==> src/rtl/mult_arb_pkg.sv <==
// Shared definitions for the multiplier-sharing arbiter: default widths and
// the FSM state type that tracks pipeline occupancy.
package mult_arb_pkg;

  localparam int DEF_W    = 16;
  localparam int DEF_NREQ = 4;

  typedef enum logic [1:0] {
    IDLE = 2'd0,
    RUN  = 2'd1,
    HOLD = 2'd2
  } arb_state_e;

endpackage

==> src/rtl/mult_share_arbiter_mult.sv <==
// NBitMultiplier: combinational N x N multiplier returning the low N bits of
// the product. Shared by all requesters of mult_share_arbiter.
module NBitMultiplier #(
  parameter int N = 16
) (
  input  logic [N-1:0] a,
  input  logic [N-1:0] b,
  output logic [N-1:0] product
);

  // Truncating multiply: only the low N bits of the product are kept.
  always_comb begin
    product = a * b;
  end

endmodule

==> src/rtl/mult_share_arbiter.sv <==
// mult_share_arbiter: round-robin arbitration of NREQ operand streams onto a
// single shared multiplier. Pipeline is operand stage S1, the multiplier, then
// result stage S2 driving rsp_*. Defining MULT_SHARE_ARBITER_OUTREG_EN adds a
// third output register S3 (latency 3, same stall rules).
module mult_share_arbiter
  import mult_arb_pkg::*;
#(
  parameter  int W    = DEF_W,
  parameter  int NREQ = DEF_NREQ,
  localparam int IDW  = $clog2(NREQ)
) (
  input  logic              CLK,
  input  logic              RSTn,
  input  logic [NREQ-1:0]   req_valid,
  output logic [NREQ-1:0]   req_ready,
  input  logic [NREQ*W-1:0] req_a,
  input  logic [NREQ*W-1:0] req_b,
  output logic              rsp_valid,
  output logic [IDW-1:0]    rsp_id,
  output logic [W-1:0]      rsp_data,
  input  logic              rsp_ready
);

  // Operand stage S1
  logic           v1;
  logic [W-1:0]   a1;
  logic [W-1:0]   b1;
  logic [IDW-1:0] id1;

  // Result stage S2
  logic           v2;
  logic [IDW-1:0] id2;
  logic [W-1:0]   d2;

  logic [W-1:0]   prod;
  logic           vlast;
  logic           advance;
  logic           accept;
  logic           grant_found;
  logic [IDW-1:0] grant_id;
  logic [IDW-1:0] cand;
  logic [IDW-1:0] last_grant;
  logic           pipe_empty_next;

  arb_state_e state_q;
  arb_state_e state_d;

  NBitMultiplier #(.N(W)) u_mult (
    .a       (a1),
    .b       (b1),
    .product (prod)
  );

`ifdef MULT_SHARE_ARBITER_OUTREG_EN
  // Output stage S3
  logic           v3;
  logic [IDW-1:0] id3;
  logic [W-1:0]   d3;

  // Optional output register: one more cycle of latency, stalls with the pipe.
  always_ff @(posedge CLK or negedge RSTn) begin
    if (!RSTn) begin
      v3  <= 1'b0;
      id3 <= '0;
      d3  <= '0;
    end else if (advance) begin
      v3  <= v2;
      id3 <= id2;
      d3  <= d2;
    end
  end

  assign vlast           = v3;
  assign rsp_valid       = v3;
  assign rsp_id          = id3;
  assign rsp_data        = d3;
  assign pipe_empty_next = !accept && !v1 && !v2;
`else
  assign vlast           = v2;
  assign rsp_valid       = v2;
  assign rsp_id          = id2;
  assign rsp_data        = d2;
  assign pipe_empty_next = !accept && !v1;
`endif

  // Round-robin search starting one past the last accepted requester.
  always_comb begin
    grant_found = 1'b0;
    grant_id    = '0;
    cand        = '0;
    for (int k = 1; k <= NREQ; k++) begin
      cand = IDW'((int'(last_grant) + k) % NREQ);
      if (!grant_found && req_valid[cand]) begin
        grant_found = 1'b1;
        grant_id    = cand;
      end
    end
  end

  // One-hot ready for the winner, only while the pipe can move.
  always_comb begin
    req_ready = '0;
    if (accept) begin
      req_ready[grant_id] = 1'b1;
    end
  end

  // FSM state register.
  always_ff @(posedge CLK or negedge RSTn) begin
    if (!RSTn) begin
      state_q <= IDLE;
    end else begin
      state_q <= state_d;
    end
  end

  // FSM next state: follow grants, output stalls and pipeline drain.
  always_comb begin
    state_d = state_q;
    case (state_q)
      IDLE: begin
        if (accept) begin
          state_d = RUN;
        end
      end
      RUN: begin
        if (vlast && !rsp_ready) begin
          state_d = HOLD;
        end else if (pipe_empty_next) begin
          state_d = IDLE;
        end
      end
      HOLD: begin
        if (rsp_ready) begin
          state_d = pipe_empty_next ? IDLE : RUN;
        end
      end
      default: state_d = IDLE;
    endcase
  end

  // FSM outputs: the pipe moves unless a held result is waiting on the consumer.
  always_comb begin
    advance = !vlast || rsp_ready;
    accept  = RSTn && advance && grant_found;
  end

  // Priority pointer moves only on a completed request handshake.
  always_ff @(posedge CLK or negedge RSTn) begin
    if (!RSTn) begin
      last_grant <= IDW'(NREQ - 1);
    end else if (accept) begin
      last_grant <= grant_id;
    end
  end

  // S1 captures the winner's operands; a bubble enters when nobody wins.
  always_ff @(posedge CLK or negedge RSTn) begin
    if (!RSTn) begin
      v1  <= 1'b0;
      a1  <= '0;
      b1  <= '0;
      id1 <= '0;
    end else if (advance) begin
      v1 <= accept;
      if (accept) begin
        a1  <= req_a[grant_id*W +: W];
        b1  <= req_b[grant_id*W +: W];
        id1 <= grant_id;
      end
    end
  end

  // S2 registers the multiplier output together with its owner id.
  always_ff @(posedge CLK or negedge RSTn) begin
    if (!RSTn) begin
      v2  <= 1'b0;
      id2 <= '0;
      d2  <= '0;
    end else if (advance) begin
      v2  <= v1;
      id2 <= id1;
      d2  <= prod;
    end
  end

endmodule

==> config.mk <==
export PLATFORM = sky130hd
export DESIGN_NAME = mult_share_arbiter
export DESIGN_NICKNAME = d
export VERILOG_FILES = /design/src/rtl/mult_arb_pkg.sv /design/src/rtl/mult_share_arbiter_mult.sv /design/src/rtl/mult_share_arbiter.sv
export SDC_FILE = /design/constraint.sdc
export NUM_CORES = 1
export LEC_CHECK = 0
export CAP_MARGIN = 30
export CELL_PAD_IN_SITES_DETAIL_PLACEMENT = 0
export CELL_PAD_IN_SITES_GLOBAL_PLACEMENT = 1
export CORE_MARGIN = 2
export CORE_UTILIZATION = 25
export CTS_CLUSTER_DIAMETER = 40
export DETAILED_ROUTE_END_ITERATION = 10
export PLACE_DENSITY = 0.6
export SETUP_SLACK_MARGIN = 0.3
export SLEW_MARGIN = 20
export SYNTH_ARGS = -nofsm -noshare
export SYNTH_HDL_FRONTEND = slang
export SYNTH_SLANG_ARGS = --single-unit
==> constraint.sdc <==
create_clock -name CLK -period 5.4 [get_ports CLK]
set_input_delay 1.08 -clock CLK [delete_from_list [all_inputs] [get_ports CLK]]
set_output_delay 1.08 -clock CLK [all_outputs]
set_load 0.01 [all_outputs]
==> flow_summary_export.csv <==
group,metric,value,unit
logic_synthesis,synthCells,926,
cts,cts_tree,"yes",
detailed_routing,detail_route.first_pass.iterations,4,
logic_synthesis,seq_area_frac_synth,19.9,%
finish,antennaDiodeCount,0,
critical_path,cp_max_fo,4,
place,hpwlAfterDp,17.0,mm
detailed_routing,routedWlPerCell,14.4,um
global_routing,overflow,0,
sta,grt_setup_unrepaired,"yes",
critical_path,crit_required,5650,ps
cts,clock-sinks,56,
critical_path,critical_path.startpoint_type,"flop",
floorplan,die_height,172,um
critical_path,cpMaxStageDelayCell,"sky130_fd_sc_hd__fa_2",
critical_path,crit_path_end_kind,"flop",
detailed_routing,route.vias.total,6085,
place,post-place-cells,1431,
floorplan,floorplan.die_area,0.0296,mm^2
floorplan,std_cell_rows,61,
finish,fillCellCount,3005,
logic_synthesis,largest_area_contributor_in_the_netlist,"sky130_fd_sc_hd__fa_1",
logic_synthesis,synth_top_cells_by_count,"sky130_fd_sc_hd__nand2_1, sky130_fd_sc_hd__inv_1, sky130_fd_sc_hd__nor2_1",
logic_synthesis,synth_fp_nets,1190,
floorplan,fp.coreArea,0.0278,mm^2
cts,clock_path_buffers,2,
worst_hold_path,timing.hold.worst.class,"flop to flop",
place,finalWeightedCongestion,0.821,
sta,worst_slack,345,ps
logic_synthesis,yosysWarningCount,0,
finish,area_growth,34.7,%
worst_hold_path,worst_hold_path.num_cells,1,
floorplan,die_width,172,um
place,numPortBuffers,157,
critical_path,crit_chain,"buf_6 -> and2_4 -> fa_1 -> inv_2 -> fa_1 -> inv_1 -> fa_1 -> fa_1 -> inv_2 -> fa_1 -> fa_2 -> inv_2 -> ha_2 -> or3_4 -> o22ai_2 -> o21ba_4 -> xnor2_2 -> a21oi_1",
sta,slew_at_the_pin_with_the_worst_max_slew_slack,742,ps
cts,cts_max_level,2,
logic_synthesis,yosysTopAreaCellShare,22.7,%
finish,multiInputGateArea,0.00514,mm^2
sta,finalClockSkew,9.79,ps
finish,final-seq-area,0.00142,mm^2
finish,stdcell_count,1456,
detailed_routing,route.final.wire_length,20.9,mm
sta,maxSlewHeadroom,50.5,%
global_routing,track_usage,14.4,%
critical_path,critical_path_class,"flop to flop",
logic_synthesis,ys_types,39,
critical_path,worst_path_most_repeated_cell,"sky130_fd_sc_hd__fa_1",
sta,tns,0,ps
finish,final_nets,1341,
sta,period_minus_slack,5050,ps
critical_path,worstRegToRegCells,18,
logic_synthesis,syn-mean-instance-area,7.62,um^2
global_routing,grt_pass1_wl,33.1,mm
cts,clock_transition_time_at_the_flip_flop_clock_pins_of_the_worst_setup_and_hold_paths,90,ps
logic_synthesis,synthArstFlopShare,100,%
detailed_routing,drc,0,
detailed_routing,viasPerCell,4.18,
sta,final_critical_path_share_of_the_clock_period,93.6,%
sta,timing_hold_violations_final,0,
floorplan,initial_core_util,25.4,%
place,dpl_cell_area,0.00908,mm^2
finish,drive_gt1_share,9.00,%
detailed_routing,ant_nets,0,
logic_synthesis,yosys_register_bits,56,
run_status,status,"finished clean",
sta,achievable-frequency,198,MHz
logic_synthesis,synth-edff-count,0,
global_routing,antenna_found_initial,0,
logic_synthesis,synthMostInstantiatedCell,"sky130_fd_sc_hd__nand2_1",
logic_synthesis,dominantRegCellSynth,"sky130_fd_sc_hd__dfrtp_1",
cts,cts_hold_repair.buffers,0,
logic_synthesis,synth.area.top_cells,"sky130_fd_sc_hd__fa_1, sky130_fd_sc_hd__dfrtp_1, sky130_fd_sc_hd__nand2_1",
place,placement.setup.worst_slack,106,ps
cts,cts_inserted_buffers,5,
logic_synthesis,syn_area,0.00706,mm^2
global_routing,maximum_number_of_pins_on_one_net_before_global_route_repair,73,
critical_path,max_stage_delay,560,ps
finish,final_cell_area,0.00951,mm^2
cts,clkLatencyLatePin,320,ps
floorplan,top_level_ports,158,
sta,slew_violations,0,
cts,clockRootBuffer,"sky130_fd_sc_hd__clkbuf_16",
critical_path,timing.critical_path.arrival,5300,ps
run,drv_cap,0,
sta,setup_viol,0,
global_routing,grt_pass1_vias,6278,
detailed_routing,dr.first_iter.drc_count,234,
[stage by stage]
step / utilization (%) / hold slack (ps)
2_1_floorplan: - / 435
3_3_place_gp: 32.7 / 451
3_5_place_dp: 32.7 / 444
4_1_cts: 33.7 / 464
5_1_grt: 34.2 / 495
6_report: 34.2 / 460
[worst max-delay path: cells and delay by family, from the launching register on]
kind / cells / cell delay, ps
AOI/OAI and AO/OA: 3 / 380
xor gates and xnor gates: 1 / 120
adders and majority gates: 7 / 3240
buffers and inverters: 5 / 310
DFF: 1 / 430
and+or+nand+nor: 2 / 500
[layout make-up]
cell class | count | area share (%)
clock buffer | 5 | 1.32
clock inverter | 3 | 0.303
inverter | 117 | 4.62
multi-input combinational | 701 | 54.1
sequential | 56 | 14.9
tap | 378 | 4.97
timing repair buffer | 196 | 19.7
[logic make-up (layout without fill, tap and decap cells)]
kind of cell / after synthesis / after routing / share of synthesized area, %
AND/OR/NAND/NOR: 418 / 418 / 25.3
buffers and inverters: 169 / 321 / 9.45
adder cells (fa/ha/maj): 129 / 129 / 31.4
AO/OA/AOI/OAI: 115 / 115 / 8.71
flip-flops: 56 / 56 / 19.9
XOR/XNOR: 38 / 38 / 5.12
multiplexers: 1 / 1 / 0.142
[metal layers]
metal	global-route usage, %	part of all wire [%]	wire length [um]
met1	19.4	48	9980
met2	23.5	45	9330
met4	2.34	0.86	180
met3	3.96	6.9	1440
met5	0	0	0
[repair_timing]
action | in CTS | in global routing
resized for setup | 20 | 31
endpoints found under the hold margin | 0 | 0
pin swaps | 16 | 25
setup buffers | 10 | 7
endpoints found under the setup margin | 4 | 6
[path summary, 6_finish.rpt]
path,from,slack [ps],end
setup / recovery,b1[2],350,rsp_data[15]
hold / removal,v1,460,rsp_valid
setup reg to reg,b1[2],350,rsp_data[15]
hold reg to reg,v1,460,rsp_valid
max in group asynchronous,RSTn,3840,a1[5]
min in group asynchronous,RSTn,990,rsp_data[9]
[sequential cells by signal (all words and copies together) (netlist names)]
signal and flops:
v1 1, rsp_valid 1, a1 16, b1 16, last_grant 2, rsp_id 2, rsp_data 16, id1 2
[placed cells by master, fill, tap and decap left out, types with 3 or more instances in the layout]
cell type                         instances
sky130_fd_sc_hd__nand3_1                 33
sky130_fd_sc_hd__o21ai_0                 65
sky130_fd_sc_hd__buf_4                   37
sky130_fd_sc_hd__a21oi_4                  3
sky130_fd_sc_hd__nor3_1                   3
sky130_fd_sc_hd__nand2b_1                 4
sky130_fd_sc_hd__fa_1                    78
sky130_fd_sc_hd__dfrtp_1                 40
sky130_fd_sc_hd__nand2_1                207
sky130_fd_sc_hd__ha_4                     3
sky130_fd_sc_hd__and2_4                   4
sky130_fd_sc_hd__a21oi_2                  3
sky130_fd_sc_hd__o21bai_1                 4
sky130_fd_sc_hd__xnor2_2                  3
sky130_fd_sc_hd__o21ai_1                 14
sky130_fd_sc_hd__and2_1                  52
sky130_fd_sc_hd__inv_2                    4
sky130_fd_sc_hd__ha_1                    44
sky130_fd_sc_hd__nor2_1                 108
sky130_fd_sc_hd__xor2_1                   9
sky130_fd_sc_hd__clkbuf_16                5
sky130_fd_sc_hd__xnor2_1                 25
sky130_fd_sc_hd__a21oi_1                 13
sky130_fd_sc_hd__inv_1                  113
sky130_fd_sc_hd__clkdlybuf4s50_1        156
sky130_fd_sc_hd__dfrtp_2                 14
Power is left out: the tool's default activity adds up to more than one toggle a clock period on the data nets, which glitch-free logic cannot reach.
